<file path="config.mk">
export PLATFORM = sky130hd
export DESIGN_NAME = serial_adder_ctrl
export DESIGN_NICKNAME = d
export VERILOG_FILES = /design/src/rtl/serial_adder_pkg.sv /design/src/rtl/hex_to_seg7.sv /design/src/rtl/serial_adder_ctrl.sv
export SDC_FILE = /design/constraint.sdc
export NUM_CORES = 1
export LEC_CHECK = 0
export ABC_AREA = 1
export ABC_CLOCK_PERIOD_IN_PS = 1800
export BUFFER_PORTS_ARGS = -buffer_cell sky130_fd_sc_hd__buf_2
export CAP_MARGIN = 20
export CELL_PAD_IN_SITES_DETAIL_PLACEMENT = 1
export CELL_PAD_IN_SITES_GLOBAL_PLACEMENT = 1
export CORE_ASPECT_RATIO = 1.4
export CORE_MARGIN = 8
export CORE_UTILIZATION = 34
export CTS_BUF_LIST = sky130_fd_sc_hd__clkbuf_4 sky130_fd_sc_hd__clkbuf_8 sky130_fd_sc_hd__clkbuf_16
export CTS_CLUSTER_SIZE = 8
export DETAILED_ROUTE_END_ITERATION = 8
export GPL_ROUTABILITY_DRIVEN = 0
export PLACE_DENSITY_LB_ADDON = 0.15
export SYNTH_ARGS = -nofsm -noshare
export SYNTH_HDL_FRONTEND = slang
export SYNTH_SLANG_ARGS = --single-unit
</file>
<file path="constraint.sdc">
create_clock -name clk_i -period 1.8 [get_ports clk_i]
set_input_delay 0.36 -clock clk_i [delete_from_list [all_inputs] [get_ports clk_i]]
set_output_delay 0.36 -clock clk_i [all_outputs]
set_load 0.01 [all_outputs]
</file>
<file path="src/rtl/serial_adder_pkg.sv">
// Shared types and constants for the bit-serial adder controller.
// The optional subtract path is enabled by defining SERIAL_ADDER_SUB_EN.
package serial_adder_pkg;

    typedef enum logic [1:0] {
        StIdle = 2'd0,
        StAdd  = 2'd1,
        StDone = 2'd2
    } state_e;

    // Active-low seven-segment patterns, bit order {g,f,e,d,c,b,a}.
    localparam logic [6:0] SEG_0 = 7'b1000000;
    localparam logic [6:0] SEG_1 = 7'b1111001;
    localparam logic [6:0] SEG_2 = 7'b0100100;
    localparam logic [6:0] SEG_3 = 7'b0110000;
    localparam logic [6:0] SEG_4 = 7'b0011001;
    localparam logic [6:0] SEG_5 = 7'b0010010;
    localparam logic [6:0] SEG_6 = 7'b0000010;
    localparam logic [6:0] SEG_7 = 7'b1111000;
    localparam logic [6:0] SEG_8 = 7'b0000000;
    localparam logic [6:0] SEG_9 = 7'b0010000;
    localparam logic [6:0] SEG_A = 7'b0001000;
    localparam logic [6:0] SEG_B = 7'b0000011;
    localparam logic [6:0] SEG_C = 7'b1000110;
    localparam logic [6:0] SEG_D = 7'b0100001;
    localparam logic [6:0] SEG_E = 7'b0000110;
    localparam logic [6:0] SEG_F = 7'b0001110;

    localparam logic [6:0] SEG_ZERO = SEG_0;
    localparam logic [6:0] SEG_ONE  = SEG_1;

endpackage

</file>
<file path="src/rtl/hex_to_seg7.sv">
// Combinational hex nibble to active-low seven-segment decode.
module hex_to_seg7
    import serial_adder_pkg::*;
(
    input  logic [3:0] hex_i,
    output logic [6:0] seg_o
);

    always_comb begin
        seg_o = SEG_ZERO;
        case (hex_i)
            4'h0: seg_o = SEG_0;
            4'h1: seg_o = SEG_1;
            4'h2: seg_o = SEG_2;
            4'h3: seg_o = SEG_3;
            4'h4: seg_o = SEG_4;
            4'h5: seg_o = SEG_5;
            4'h6: seg_o = SEG_6;
            4'h7: seg_o = SEG_7;
            4'h8: seg_o = SEG_8;
            4'h9: seg_o = SEG_9;
            4'hA: seg_o = SEG_A;
            4'hB: seg_o = SEG_B;
            4'hC: seg_o = SEG_C;
            4'hD: seg_o = SEG_D;
            4'hE: seg_o = SEG_E;
            4'hF: seg_o = SEG_F;
            default: seg_o = SEG_ZERO;
        endcase
    end

endmodule

</file>
<file path="src/rtl/serial_adder_ctrl.sv">
// Bit-serial adder: one full-adder slice walked LSB-first over WIDTH bits.
// Define SERIAL_ADDER_SUB_EN to add the sub_i port (a - b as a + ~b + 1).
module serial_adder_ctrl
    import serial_adder_pkg::*;
#(
    parameter int unsigned WIDTH = 4
) (
    input  logic             clk_i,
    input  logic             rst_i,
    input  logic             start_i,
`ifdef SERIAL_ADDER_SUB_EN
    input  logic             sub_i,
`endif
    input  logic [WIDTH-1:0] a_i,
    input  logic [WIDTH-1:0] b_i,
    output logic             busy_o,
    output logic             done_o,
    output logic [WIDTH-1:0] sum_o,
    output logic             cout_o,
    output logic [6:0]       seg_sum_o,
    output logic [6:0]       seg_cout_o,
    output logic [7:0]       leddim_o
);

    localparam int unsigned CNT_W = $clog2(WIDTH + 1);
    localparam logic [CNT_W-1:0] LastBit = CNT_W'(WIDTH - 1);

    state_e           state_q, state_d;
    logic [WIDTH-1:0] ra_q, ra_d;
    logic [WIDTH-1:0] rb_q, rb_d;
    logic [WIDTH-1:0] rsum_q, rsum_d;
    logic             c_q, c_d;
    logic [CNT_W-1:0] cnt_q, cnt_d;
    logic [WIDTH-1:0] sum_q, sum_d;
    logic             cout_q, cout_d;

    logic             sub_sel;
    logic             slice_s;
    logic             slice_c;
    logic [WIDTH-1:0] rsum_shift;

`ifdef SERIAL_ADDER_SUB_EN
    assign sub_sel = sub_i;
`else
    assign sub_sel = 1'b0;
`endif

    assign slice_s    = ra_q[0] ^ rb_q[0] ^ c_q;
    assign slice_c    = (ra_q[0] & rb_q[0]) | (ra_q[0] & c_q) | (rb_q[0] & c_q);
    assign rsum_shift = {slice_s, rsum_q[WIDTH-1:1]};

    always_comb begin
        state_d = state_q;
        ra_d    = ra_q;
        rb_d    = rb_q;
        rsum_d  = rsum_q;
        c_d     = c_q;
        cnt_d   = cnt_q;
        sum_d   = sum_q;
        cout_d  = cout_q;

        unique case (state_q)
            StIdle: begin
                if (start_i) begin
                    ra_d    = a_i;
                    // Subtraction folds the +1 of two's complement into the carry-in.
                    rb_d    = sub_sel ? ~b_i : b_i;
                    c_d     = sub_sel;
                    rsum_d  = '0;
                    cnt_d   = '0;
                    state_d = StAdd;
                end
            end
            StAdd: begin
                ra_d   = ra_q >> 1;
                rb_d   = rb_q >> 1;
                c_d    = slice_c;
                rsum_d = rsum_shift;
                cnt_d  = cnt_q + 1'b1;
                if (cnt_q == LastBit) begin
                    sum_d   = rsum_shift;
                    cout_d  = slice_c;
                    state_d = StDone;
                end
            end
            StDone: begin
                state_d = StIdle;
            end
            default: begin
                state_d = StIdle;
            end
        endcase
    end

    always_ff @(posedge clk_i) begin
        if (rst_i) begin
            state_q <= StIdle;
            ra_q    <= '0;
            rb_q    <= '0;
            rsum_q  <= '0;
            c_q     <= 1'b0;
            cnt_q   <= '0;
            sum_q   <= '0;
            cout_q  <= 1'b0;
        end else begin
            state_q <= state_d;
            ra_q    <= ra_d;
            rb_q    <= rb_d;
            rsum_q  <= rsum_d;
            c_q     <= c_d;
            cnt_q   <= cnt_d;
            sum_q   <= sum_d;
            cout_q  <= cout_d;
        end
    end

    assign busy_o   = (state_q != StIdle);
    assign done_o   = (state_q == StDone);
    assign sum_o    = sum_q;
    assign cout_o   = cout_q;
    assign leddim_o = 8'b0;

    // Narrow results zero-extend; wide results show only the low nibble.
    hex_to_seg7 u_seg_sum (
        .hex_i (4'(sum_q)),
        .seg_o (seg_sum_o)
    );

    hex_to_seg7 u_seg_cout (
        .hex_i ({3'b000, cout_q}),
        .seg_o (seg_cout_o)
    );

endmodule
</file>
==> run summary, run 1 <==
SYNTHESIS
------------------------------------------------------------------------------------------
Post-synthesis instance area                                                   0.00158 mm2
Multiplexer share of the synthesized area                                               0%
Synth top area cells                                                          dfxtp_1 (38%), nand2_1 (14%), buf_4 (6.7%)
Main combinational cell family by area after synthesis                        simple AND/OR/NAND/NOR gates
Synthesized area per cell                                                         7.60 um2
Number of instances in the synthesized netlist                                         208
Largest area contributor in the netlist                                            dfxtp_1
Fraction of the yosys area taken by sequential cells                                 38.0%
Area share of the largest cell type after synthesis                                  38.0%
Distinct cell type count after synthesis                                                26
Synth Area in XOR/XNOR                                                                  0%
Post-synthesis share of cell area spent on and, or, nand and nor gates               27.6%
Warnings, synthesis                                                                      0
Register bit count reported by yosys                                                    30
Compound-gate portion of the synthesized area                                        11.2%
Share of synthesized cell area in full adder, half adder and majority cells          7.60%

TIMING
------------------------------------------------------------------------------------------
Hold WS                                                                           0.331 ns
Min cycle time layout                                                              1.71 ns
Highest achievable clock rate                                                      583 MHz
Maximum clock skew at final layout                                              0.00223 ns
Final-layout setup total negative slack                                               0 ns
Share of the clock period used by the worst path after layout                        95.3%
Hold violation total from the final report                                               0
Setup repair after global routing missed its margin                                   true
Slew Viols, Final                                                                        0
Final Setup Violations                                                                   0
Setup slack after layout                                                         0.0850 ns

FINAL LAYOUT
------------------------------------------------------------------------------------------
Most frequent standard cell in the layout excluding fill and tap cells             nand2_1
Most frequent cells in the layout                                             nand2_1 (53), dfxtp_1 (28), buf_2 (28), inv_1 (22), a21oi_1 (15)
Relative area change from synthesis to final layout                                  22.4%
Final antenna diode count                                                                0
Share of post-route cells with drive strength above 1                                32.4%
Multi-input gate area in the final layout                                          840 um2
Post-layout instance count excluding filler cells                                      306
Fillers                                                                                595
Share of the core filled with cells                                                  43.0%
Post-layout nets                                                                       263
Post-route standard cell area excluding fillers                                0.00193 mm2
Flip-flop and latch area                                                           603 um2

CTS
------------------------------------------------------------------------------------------
CTS root buf                                                                      clkbuf_8
Max Buffers Root-to-Sink                                                                 2
Maximum level of the CTS H-tree                                                          2
CTS sink count                                                                          30
Number of buffers inserted during clock tree synthesis                                   5
Number of hold buffers added after CTS                                                   0
Clock tree from TritonCTS                                                              yes
Insertion delay of the later-clocked pin in the worst-skew pair                    0.28 ns
Clock slew at the register clock pins of the worst setup and hold paths            0.06 ns

CRITICAL PATH
------------------------------------------------------------------------------------------
Setup slack of the worst register-to-register path                                 0.09 ns
Max Fanout on Critical Path                                                              4
Critical Path Source Type                                                             flop
Kind of end point of the critical path                                                flop
Data arrival at the endpoint of the critical path                                  1.89 ns
Crit path required time                                                            1.97 ns
Kind of critical path                                                         flop to flop

PWR
------------------------------------------------------------------------------------------
IR Drop Worst-Case VDD                                                            0.319 mV
Leakage Power                                                                     0.973 nW
Pwr Density                                                                     718 mW/mm2
Power Total                                                                        1.39 mW

GLOBAL ROUTE
------------------------------------------------------------------------------------------
Global-route wire length before repair                                             7010 um
Global Route Usage Sum                                                               12.4%
Number of antenna violations at the first check in global routing                        0
Vias in the first global route                                                       1,446
Global route total overflow                                                              0
Largest net degree at the start of global routing                                       18

DIE
------------------------------------------------------------------------------------------
Die H                                                                              96.7 um
Placeable core region                                                          0.00450 mm2
IO Pins                                                                                 40
Number of rows in the core area                                                         29
Initial core utilization                                                             35.1%
Die X-Extent                                                                       73.6 um
Die ar.                                                                        0.00712 mm2

ROUTE
------------------------------------------------------------------------------------------
Drt total wl                                                                       3970 um
Initial DRT Pass Iterations                                                              4
Wire length per cell after detailed routing                                        13.0 um
Final ANT Viol Nets                                                                      0
Vias per std cell                                                                     4.43
DR DRC count                                                                             0
DRC violation total after the first TritonRoute iteration                               25
Routed via count                                                                     1,357

PLACED DESIGN
------------------------------------------------------------------------------------------
Cell total after placement                                                             296
Quantity of I/O buffers inserted on ports                                               28
Detailed placement HPWL                                                            3060 um
Worst setup timing slack at the placement stage                                 -0.0247 ns
Post-detailed-placement cell area                                              0.00176 mm2

WORST HOLD PATH
------------------------------------------------------------------------------------------
Class of the tightest hold or removal check                                   input port to flop

RUN
------------------------------------------------------------------------------------------
Max-capacitance violation count                                                          0

STATUS
------------------------------------------------------------------------------------------
Outcome                                                                       finished, final reports clean

kinds of logic (layout without fill, tap and decap cells):
kind of cell / Yosys count / count (layout)
AND/OR/NAND/NOR: 89 / 89
buffers and inverters: 46 / 73
AO/OA/AOI/OAI: 32 / 32
other: 2 / 11
flip-flops: 30 / 30
adder cells (fa/ha/maj): 9 / 9
registers in the layout (all words and copies together), names as in the netlist, 2 cells and up:
signal	count
u_seg_sum.seg_o	7
sum_o	4
ra_q	4
rb_q	4
state_q	2
rsum_q	3
cnt_q	3
repair_timing:
action / CTS / global route
resized for setup: 2 / 13
endpoints found under the setup margin: 2 / 6
hold endpoints to repair: 0 / 0
buffers inserted: 0 / 2
pin swaps: 0 / 2
cell usage after synthesis:
library cell,number
o21ai_0,13
a21oi_1,15
conb_1,2
buf_4,14
nor2_1,4
o31ai_1,2
nand3_4,1
nand3_1,12
fa_1,1
nor2_4,1
nand2_2,3
dfxtp_1,30
ha_1,8
nand2_1,57
nand3_2,3
or2_2,3
inv_2,2
buf_6,1
o21ai_1,1
inv_1,24
nand4_1,1
inv_4,1
buf_2,3
o21ai_4,1
clkbuf_1,1
nand2_4,4
area by class of cell:
type / instances / share of cell area (%)
clock buffers: 7 / 4.66
multi-input cells: 141 / 43.4
inverters: 27 / 5.37
flip-flops and latches: 30 / 31.2
well taps: 62 / 4.01
repair buffers: 38 / 11.1
clock inverters: 1 / 0.259
power by group:
group / internal [mW] / switching (mW) / leakage (nW)
logic: 0.0423 / 0.0806 / 0.676
clock network: 0.323 / 0.244 / 0.0517
registers: 0.686 / 0.0146 / 0.245
total: 1.05 / 0.339 / 0.973
path summary, 6_finish.rpt:
kind,start,depth (start not counted),end
worst max-delay path,cnt_q[0],12,u_seg_sum.seg_o[0]
worst min-delay path,a_i[3],3,ra_q[3]
worst max register to register,cnt_q[0],12,u_seg_sum.seg_o[0]
worst min register to register,cnt_q[0],1,cnt_q[0]
worst max-delay path: stages, from the launching register on:
cell     delay [ns]
dfxtp_2        0.36
ha_4           0.14
ha_4           0.15
nand2_2        0.08
nor2_4         0.14
nand2_2        0.08
nand3_4        0.08
inv_2          0.07
ha_1           0.24
nand3_1        0.09
nand2_1        0.06
nand2_1        0.06
nand2_1        0.05
metal layers:
metal | wire, um | up-vias | GRT usage (%)
li1 | - | 696 | -
met1 | 1630 | 624 | 13.1
met2 | 2090 | 27 | 22.0
met3 | 149 | 10 | 3.31
met4 | 96 | 0 | 4.95
met5 | 0 | - | 0
No activity file was read; power rests on OpenSTA's default activity.
==> run 2, diff against run 1 <==
- CORE_UTILIZATION: 34 -> 33
- MAX_ROUTING_LAYER: default -> met4
- SYNTH_HIERARCHICAL: default -> 1
- TNS_END_PERCENT: default -> 100
==> run 2 against run 1 <==
  * Final area down 3.7%
  * Clock skew is 0.0012 ns higher
  * Routed wire length down 5.7%
  * Register-to-register slack gained 0.31 ns
  * Sequential power shrank 25%
  * Cell count is 13% higher
  * Worst setup slack improved by 0.033 ns
  * Power fell by 25%
  * Clock-buffer cell count down 3
==> run summary, run 2 <==
PWR
--------------------------------------------------------------------------------------
IR Drop Worst-Case VDD                                                        0.417 mV   was 0.319 mV
Power Total                                                                    1.04 mW   was 1.39 mW
Pwr Density                                                                 558 mW/mm2   was 718 mW/mm2
Psw                                                                           0.282 mW   was 0.339 mW
Leakage Power                                                                  1.02 nW   was 0.973 nW
Clock group share of total power                                                 33.9%   was 40.8%
Net switching fraction of the power                                              27.1%   was 24.4%
Combinational power share                                                        15.8%   was 8.8%
Sequential cell fraction of total power                                          50.3%   was 50.4%
Internal Dissipation                                                          0.759 mW   was 1.05 mW

TIMING
--------------------------------------------------------------------------------------
Hold WS                                                                       0.360 ns   was 0.331 ns
Final Setup Violations                                                               0   unchanged
Hold violation total from the final report                                           0   unchanged
Share of the clock period used by the worst path after layout                    93.4%   was 95.3%
Min cycle time layout                                                          1.68 ns   was 1.71 ns
Highest achievable clock rate                                                  595 MHz   was 583 MHz
Maximum clock skew at final layout                                          0.00339 ns   was 0.00223 ns
Slew at the pin closest to its max-slew limit                                 0.569 ns
Max transition margin                                                            61.9%
Setup slack after layout                                                      0.118 ns   was 0.0850 ns
Slew Viols, Final                                                                    0   unchanged

WORST HOLD PATH
--------------------------------------------------------------------------------------
Class of the tightest hold or removal check                               input port to flop   unchanged

ROUTE
--------------------------------------------------------------------------------------
Drt total wl                                                                   3750 um   was 3970 um
Initial DRT Pass Iterations                                                          4   unchanged
Wire length per cell after detailed routing                                    10.9 um   was 13.0 um
Final ANT Viol Nets                                                                  0   unchanged
Routed via count                                                                 1,515   was 1,357
Vias per std cell                                                                 4.39   was 4.43
DR DRC count                                                                         0   unchanged
DRC violation total after the first TritonRoute iteration                           30   was 25

SYNTHESIS
--------------------------------------------------------------------------------------
Fraction of registers with async set/reset                                          0%   unchanged
Synth top area cells                                                      dfxtp_1 (27%), nand2_1 (20%), ha_1 (12%)   was dfxtp_1 (38%), nand2_1 (14%), buf_4 (6.7%)
Warnings, synthesis                                                                  6   was 0
Area share of the largest cell type after synthesis                              27.1%   was 38.0%
Largest area contributor in the netlist                                        dfxtp_1   unchanged
Register bit count reported by yosys                                                22   was 30
Top-count cell post-synth                                                      nand2_1   unchanged
Leading post-synthesis cells by instance count                            nand2_1 (87), inv_1 (32), nand3_1 (26), dfxtp_1 (22), ha_1 (16)   was nand2_1 (57), dfxtp_1 (30), inv_1 (24), a21oi_1 (15), buf_4 (14)
Fraction of the yosys area taken by sequential cells                             27.1%   was 38.0%
Distinct cell type count after synthesis                                            21   was 26
Post-synthesis instance area                                               0.00162 mm2   was 0.00158 mm2
Primary flip-flop cell chosen by synthesis mapping                             dfxtp_1   unchanged
Number of synthesized flops with an enable pin                                       0   unchanged
Number of instances in the synthesized netlist                                     247   was 208
Synthesized area per cell                                                     6.57 um2   was 7.60 um2

CRITICAL PATH
--------------------------------------------------------------------------------------
Highest cell delay on the worst timing path                                    0.37 ns   was 0.36 ns
Crit path buffers/inverters                                                          2   was 1
Most Frequent Cell on Critical Path                                            nand2_1   unchanged
Crit path required time                                                        1.44 ns   was 1.97 ns
Critical Path, Cell by Cell                                               buf_4 > ha_1 > nand2_1 > nand2_1 > nand2_1 > nand2_1 > buf_2   was ha_4 > ha_4 > nand2_2 > nor2_4 > nand2_2 > nand3_4 > inv_2 > ha_1 > nand3_1 > nand2_1 > nand2_1 > nand2_1
Family of cells with the greatest summed delay on the critical path         flip-flops   was simple AND/OR/NAND/NOR gates
Critical Path Source Type                                                         flop   unchanged
Data arrival at the endpoint of the critical path                              1.32 ns   was 1.89 ns
Max Fanout on Critical Path                                                          6   was 4
Kind of critical path                                                     flop to output port   was flop to flop
Kind of end point of the critical path                                     output port   was flop
CP max stage cell                                                              dfxtp_4   was dfxtp_2

RUN
--------------------------------------------------------------------------------------
Max-capacitance violation count                                                      0   unchanged

GLOBAL ROUTE
--------------------------------------------------------------------------------------
Number of antenna violations at the first check in global routing                    0   unchanged
Global route total overflow                                                          0   unchanged
Vias in the first global route                                                   1,588   was 1,446
Global Route Usage Sum                                                           11.2%   was 12.4%
Global-route wire length before repair                                         6620 um   was 7010 um
Largest net degree at the start of global routing                                   23   was 18

FINAL LAYOUT
--------------------------------------------------------------------------------------
Share of the core filled with cells                                              38.8%   was 43.0%
Share of post-route cells with drive strength above 1                            18.9%   was 32.4%
Relative area change from synthesis to final layout                              14.8%   was 22.4%
Flip-flop and latch area                                                       449 um2   was 603 um2
Most frequent cells in the layout                                         nand2_1 (87), inv_1 (30), buf_2 (28), nand3_1 (26), dfxtp_1 (19)   was nand2_1 (53), dfxtp_1 (28), buf_2 (28), inv_1 (22), a21oi_1 (15)
Post-route standard cell area excluding fillers                            0.00186 mm2   was 0.00193 mm2
Fillers                                                                            666   was 595
Most frequent standard cell in the layout excluding fill and tap cells         nand2_1   unchanged
Final antenna diode count                                                            0   unchanged
Post-layout nets                                                                   310   was 263
Multi-input gate area in the final layout                                      976 um2   was 840 um2

PLACED DESIGN
--------------------------------------------------------------------------------------
Worst setup timing slack at the placement stage                               0.192 ns   was -0.0247 ns
Post-detailed-placement cell area                                          0.00177 mm2   was 0.00176 mm2
Quantity of I/O buffers inserted on ports                                           28   unchanged
Detailed placement HPWL                                                        2990 um   was 3060 um

CTS
--------------------------------------------------------------------------------------
CTS sink count                                                                      22   was 30
Clock tree from TritonCTS                                                          yes   unchanged
Clock slew at the register clock pins of the worst setup and hold paths        0.08 ns   was 0.06 ns
Number of buffers inserted during clock tree synthesis                               3   was 5
CTS root buf                                                                  clkbuf_8   unchanged
Max Buffers Root-to-Sink                                                             2   unchanged
Insertion delay of the later-clocked pin in the worst-skew pair                0.26 ns   was 0.28 ns
Maximum level of the CTS H-tree                                                      1   was 2
Number of hold buffers added after CTS                                               0   unchanged

DIE
--------------------------------------------------------------------------------------
Die ar.                                                                    0.00745 mm2   was 0.00712 mm2
Placeable core region                                                      0.00480 mm2   was 0.00450 mm2
IO Pins                                                                             40   unchanged
Number of rows in the core area                                                     30   was 29
Initial core utilization                                                         33.8%   was 35.1%
Die H                                                                          99.0 um   was 96.7 um
Die X-Extent                                                                   75.3 um   was 73.6 um

STATUS
--------------------------------------------------------------------------------------
Outcome                                                                   finished, final reports clean   unchanged

[run 2: stage by stage]
stage	setup TNS (ns)	instances
2_1_floorplan	0	263
3_3_place_gp	0	339
3_5_place_dp	0	339
4_1_cts	0	343
5_1_grt	-0.0181	345
6_report	0	345
[run 2: tightest hold or removal path, stage by stage]
cell and delay, ns:
buf_2 0.09, nand3_1 0.07, a21oi_1 0.06
[run 2: final cells by class]
class | instances | share of cell area [%]
Multi-Input combinational cell | 187 | 52.4
Tap cell | 64 | 4.30
Sequential cell | 22 | 24.1
Clock buffer | 4 | 2.95
Timing Repair Buffer | 31 | 8.73
Inverter | 37 | 7.52
[run 2: worst paths after layout]
check	startpoint	end	slack, ns	cells past startpoint
max	sum_o[1]	seg_sum_o[3]	0.12	7
min	a_i[3]	ra_q[3]	0.36	3
max reg2reg	state_q[0]	ra_q[1]	0.40	4
min reg2reg	rb_q[3]	rb_q[3]	0.46	2
[run 2: repair_timing]
item | 4_1_cts | 5_1_grt
buffers inserted | 0 | 2
setup endpoints to repair | 7 | 6
gates cloned | 0 | 0
gates resized for setup | 3 | 5
[run 2: power groups by stage]
stage          clock network (mW)  logic (mW)  registers [mW]
6_report                    0.352       0.165           0.523
5_1_grt                     0.387       0.194           0.527
4_1_cts                     0.369       0.162           0.527
3_5_place_dp                    0       0.161           0.538
3_3_place_gp                    0       0.160           0.538
2_1_floorplan                   0       0.155           0.530
[run 2: cell families after synthesis]
logic type | count (synthesis) | synth area share [%]
compound gates | 23 | 8.25
fa+ha+maj | 17 | 13.6
buf+inv | 54 | 17.2
flops | 22 | 27.1
other cells | 1 | 0.231
simple gates | 130 | 33.6
[run 2: per-layer routing]
| metal | GRT usage [%] | share of wire, % | up-vias | routed length [um] |
|---|---|---|---|---|
| li1 | - | - | 796 | - |
| met1 | 11.9 | 42 | 679 | 1570 |
| met2 | 19.6 | 51 | 32 | 1910 |
| met4 | 5.05 | 2.2 | 0 | 83 |
| met3 | 1.52 | 5.1 | 8 | 191 |
| met5 | - | 0 | - | 0 |
==> run 3, diff against run 2 <==
- REMOVE_ABC_BUFFERS: default -> 1
==> run 3 against run 2 <==
  * Worst hold slack better by 0.0017 ns
  * Global-route usage is 0.080 points lower
  * Power up 0.62%
  * Sequential cell count unchanged
  * Clock skew hardly changed
  * Core utilization increased by 1.2 points
  * First-iteration DRC count stayed put
  * Register-to-register slack improved by 0.09 ns
  * Critical endpoint unchanged
  * Largest cell class unchanged
==> run summary, run 3 (synthesis gave the netlist of run 2 again) <==
STATUS
--------------------------------------------------------------------------------------
Outcome                                                                   finished, final reports clean   unchanged

DIE
--------------------------------------------------------------------------------------
Die X-Extent                                                                   75.3 um   unchanged
Placeable core region                                                      0.00480 mm2   unchanged
Die ar.                                                                    0.00745 mm2   unchanged
Initial core utilization                                                         33.8%   unchanged
Number of rows in the core area                                                     30   unchanged
Die H                                                                          99.0 um   unchanged
IO Pins                                                                             40   unchanged

CTS
--------------------------------------------------------------------------------------
CTS sink count                                                                      22   unchanged
CTS root buf                                                                  clkbuf_8   unchanged
Insertion delay of the later-clocked pin in the worst-skew pair                0.26 ns   about the same
Maximum level of the CTS H-tree                                                      1   unchanged
Clock slew at the register clock pins of the worst setup and hold paths        0.08 ns   about the same
Number of buffers inserted during clock tree synthesis                               3   unchanged
Clock tree from TritonCTS                                                          yes   unchanged
Number of hold buffers added after CTS                                               0   unchanged
Max Buffers Root-to-Sink                                                             2   unchanged

CRITICAL PATH
--------------------------------------------------------------------------------------
Crit path required time                                                        1.44 ns   about the same
Setup slack of the worst register-to-register path                             0.49 ns   was 0.40 ns
Worst setup startpoint                                                        sum_o[0]   was sum_o[1]
Critical Path Source Type                                                         flop   unchanged
Max Fanout on Critical Path                                                          7   was 6
Kind of critical path                                                     flop to output port   unchanged
Family of cells with the greatest summed delay on the critical path         flip-flops   unchanged
Capturing instance or port of the critical path                           seg_sum_o[3]   unchanged
CP max stage cell                                                              dfxtp_4   unchanged
Worst-case reg-to-reg path depth                                                     4   unchanged
Endpoint of the most critical register-to-register path                        rb_q[2]   was ra_q[1]
CP Depth                                                                             6   was 7
Kind of end point of the critical path                                     output port   unchanged
Critical Path, Cell by Cell                                               clkinvlp_4 > ha_4 > nand2_2 > nand3_2 > nand2_1 > buf_2   was buf_4 > ha_1 > nand2_1 > nand2_1 > nand2_1 > nand2_1 > buf_2
Highest cell delay on the worst timing path                                    0.40 ns   was 0.37 ns
FF-to-FF Start                                                              state_q[0]   unchanged
Crit path buffers/inverters                                                          2   unchanged
Data arrival at the endpoint of the critical path                              1.41 ns   was 1.32 ns

FINAL LAYOUT
--------------------------------------------------------------------------------------
Relative area change from synthesis to final layout                              18.4%   was 14.8%
Most frequent cells in the layout                                         nand2_1 (86), inv_1 (29), buf_2 (28), nand3_1 (24)   was nand2_1 (87), inv_1 (30), buf_2 (28), nand3_1 (26), dfxtp_1 (19)
Post-layout nets                                                                   313   was 310
Post-layout instance count excluding filler cells                                  348   was 345
Final antenna diode count                                                            0   unchanged
Fillers                                                                            683   was 666
Most frequent standard cell in the layout excluding fill and tap cells         nand2_1   unchanged
Share of post-route cells with drive strength above 1                            23.2%   was 18.9%
Multi-input gate area in the final layout                                     1000 um2   was 976 um2
Flip-flop and latch area                                                       454 um2   was 449 um2

GLOBAL ROUTE
--------------------------------------------------------------------------------------
Vias in the first global route                                                   1,567   was 1,588
Global Route Usage Sum                                                           11.2%   about the same
Number of antenna violations at the first check in global routing                    0   unchanged
Global-route wire length before repair                                         6650 um   was 6620 um
Global route total overflow                                                          0   unchanged
Largest net degree at the start of global routing                                   23   unchanged

TIMING
--------------------------------------------------------------------------------------
Setup slack after layout                                                     0.0319 ns   was 0.118 ns
Setup repair after global routing missed its margin                               true
Hold violation total from the final report                                           0   unchanged
Slew Viols, Final                                                                    0   unchanged
Maximum clock skew at final layout                                          0.00359 ns   was 0.00339 ns
Slew at the pin closest to its max-slew limit                                 0.570 ns   was 0.569 ns
Highest achievable clock rate                                                  566 MHz   was 595 MHz
Final Setup Violations                                                               0   unchanged
Final-layout setup total negative slack                                           0 ns   unchanged
Hold WS                                                                       0.362 ns   was 0.360 ns
Max transition margin                                                            61.9%   about the same
Min cycle time layout                                                          1.77 ns   was 1.68 ns
Share of the clock period used by the worst path after layout                    98.2%   was 93.4%

PLACED DESIGN
--------------------------------------------------------------------------------------
Worst setup timing slack at the placement stage                               0.162 ns   was 0.192 ns
Detailed placement HPWL                                                        2980 um   was 2990 um
Cell total after placement                                                         340   was 339
Quantity of I/O buffers inserted on ports                                           28   unchanged

ROUTE
--------------------------------------------------------------------------------------
Drt total wl                                                                   3900 um   was 3750 um
Routed via count                                                                 1,525   was 1,515
DR DRC count                                                                         0   unchanged
Initial DRT Pass Iterations                                                          3   was 4
Vias per std cell                                                                 4.38   was 4.39
DRC violation total after the first TritonRoute iteration                           30   unchanged
Wire length per cell after detailed routing                                    11.2 um   was 10.9 um
Final ANT Viol Nets                                                                  0   unchanged

PWR
--------------------------------------------------------------------------------------
Pwr Density                                                                 545 mW/mm2   was 558 mW/mm2
Leakage Power                                                                  1.04 nW   was 1.02 nW
Power Total                                                                    1.05 mW   was 1.04 mW
IR Drop Worst-Case VDD                                                        0.359 mV   was 0.417 mV

WORST HOLD PATH
--------------------------------------------------------------------------------------
Class of the tightest hold or removal check                               input port to flop   unchanged
Worst Min Path Start                                                            b_i[3]   was a_i[3]

RUN
--------------------------------------------------------------------------------------
Max-capacitance violation count                                                      0   unchanged

-- run 3: per-layer routing --
layer	global-route usage (%)	up-vias	wire length, um
li1	-	801	-
met1	12.1	697	1640
met2	20.0	25	2060
met3	1.32	2	169
met4	3.57	0	28
met5	-	-	0
-- run 3: per-stage QoR --
step / cell area, um2 / utilization (%)
after floorplan: 1540 / -
after global placement: 1780 / 37.0
after detailed placement: 1780 / 37.0
after CTS: 1840 / 38.3
after global routing: 1920 / 40.0
final: 1920 / 40.0
-- run 3: layout make-up --
class                   instances  area share, %
multi-input cells             187           52.0
well taps                      64           4.17
clock buffers                   4           2.86
flip-flops and latches         22           23.6
inverters                      37           7.68
repair buffers                 34           9.64
-- run 3: where the power goes --
part	total [mW]	internal (mW)	switching, mW
clock	0.356	0.195	0.161
combinational	0.167	0.0586	0.108
sequential	0.523	0.504	0.0191
total	1.05	0.758	0.289
-- run 3: worst min path at each step --
stage | to | slack [ns] | cells past startpoint
after floorplan | c_q | 0.43 | 1
after global placement | cnt_q[2] | 0.45 | 2
after detailed placement | cnt_q[2] | 0.46 | 2
after CTS | rb_q[3] | 0.36 | 3
after global routing | rb_q[3] | 0.36 | 3
final | rb_q[3] | 0.36 | 3
-- run 3: worst register-to-register path: cells and delay by family (launching register included) --
kind | cells | cell delay, ns
simple gates | 3 | 0.27
flops | 1 | 0.42
compound gates | 1 | 0.52
-- run 3: what timing repair did --
action,CTS,global route
pin swaps,0,7
cloned,0,0
resized for setup,4,15
buffers inserted,0,4
setup endpoints to repair,6,6
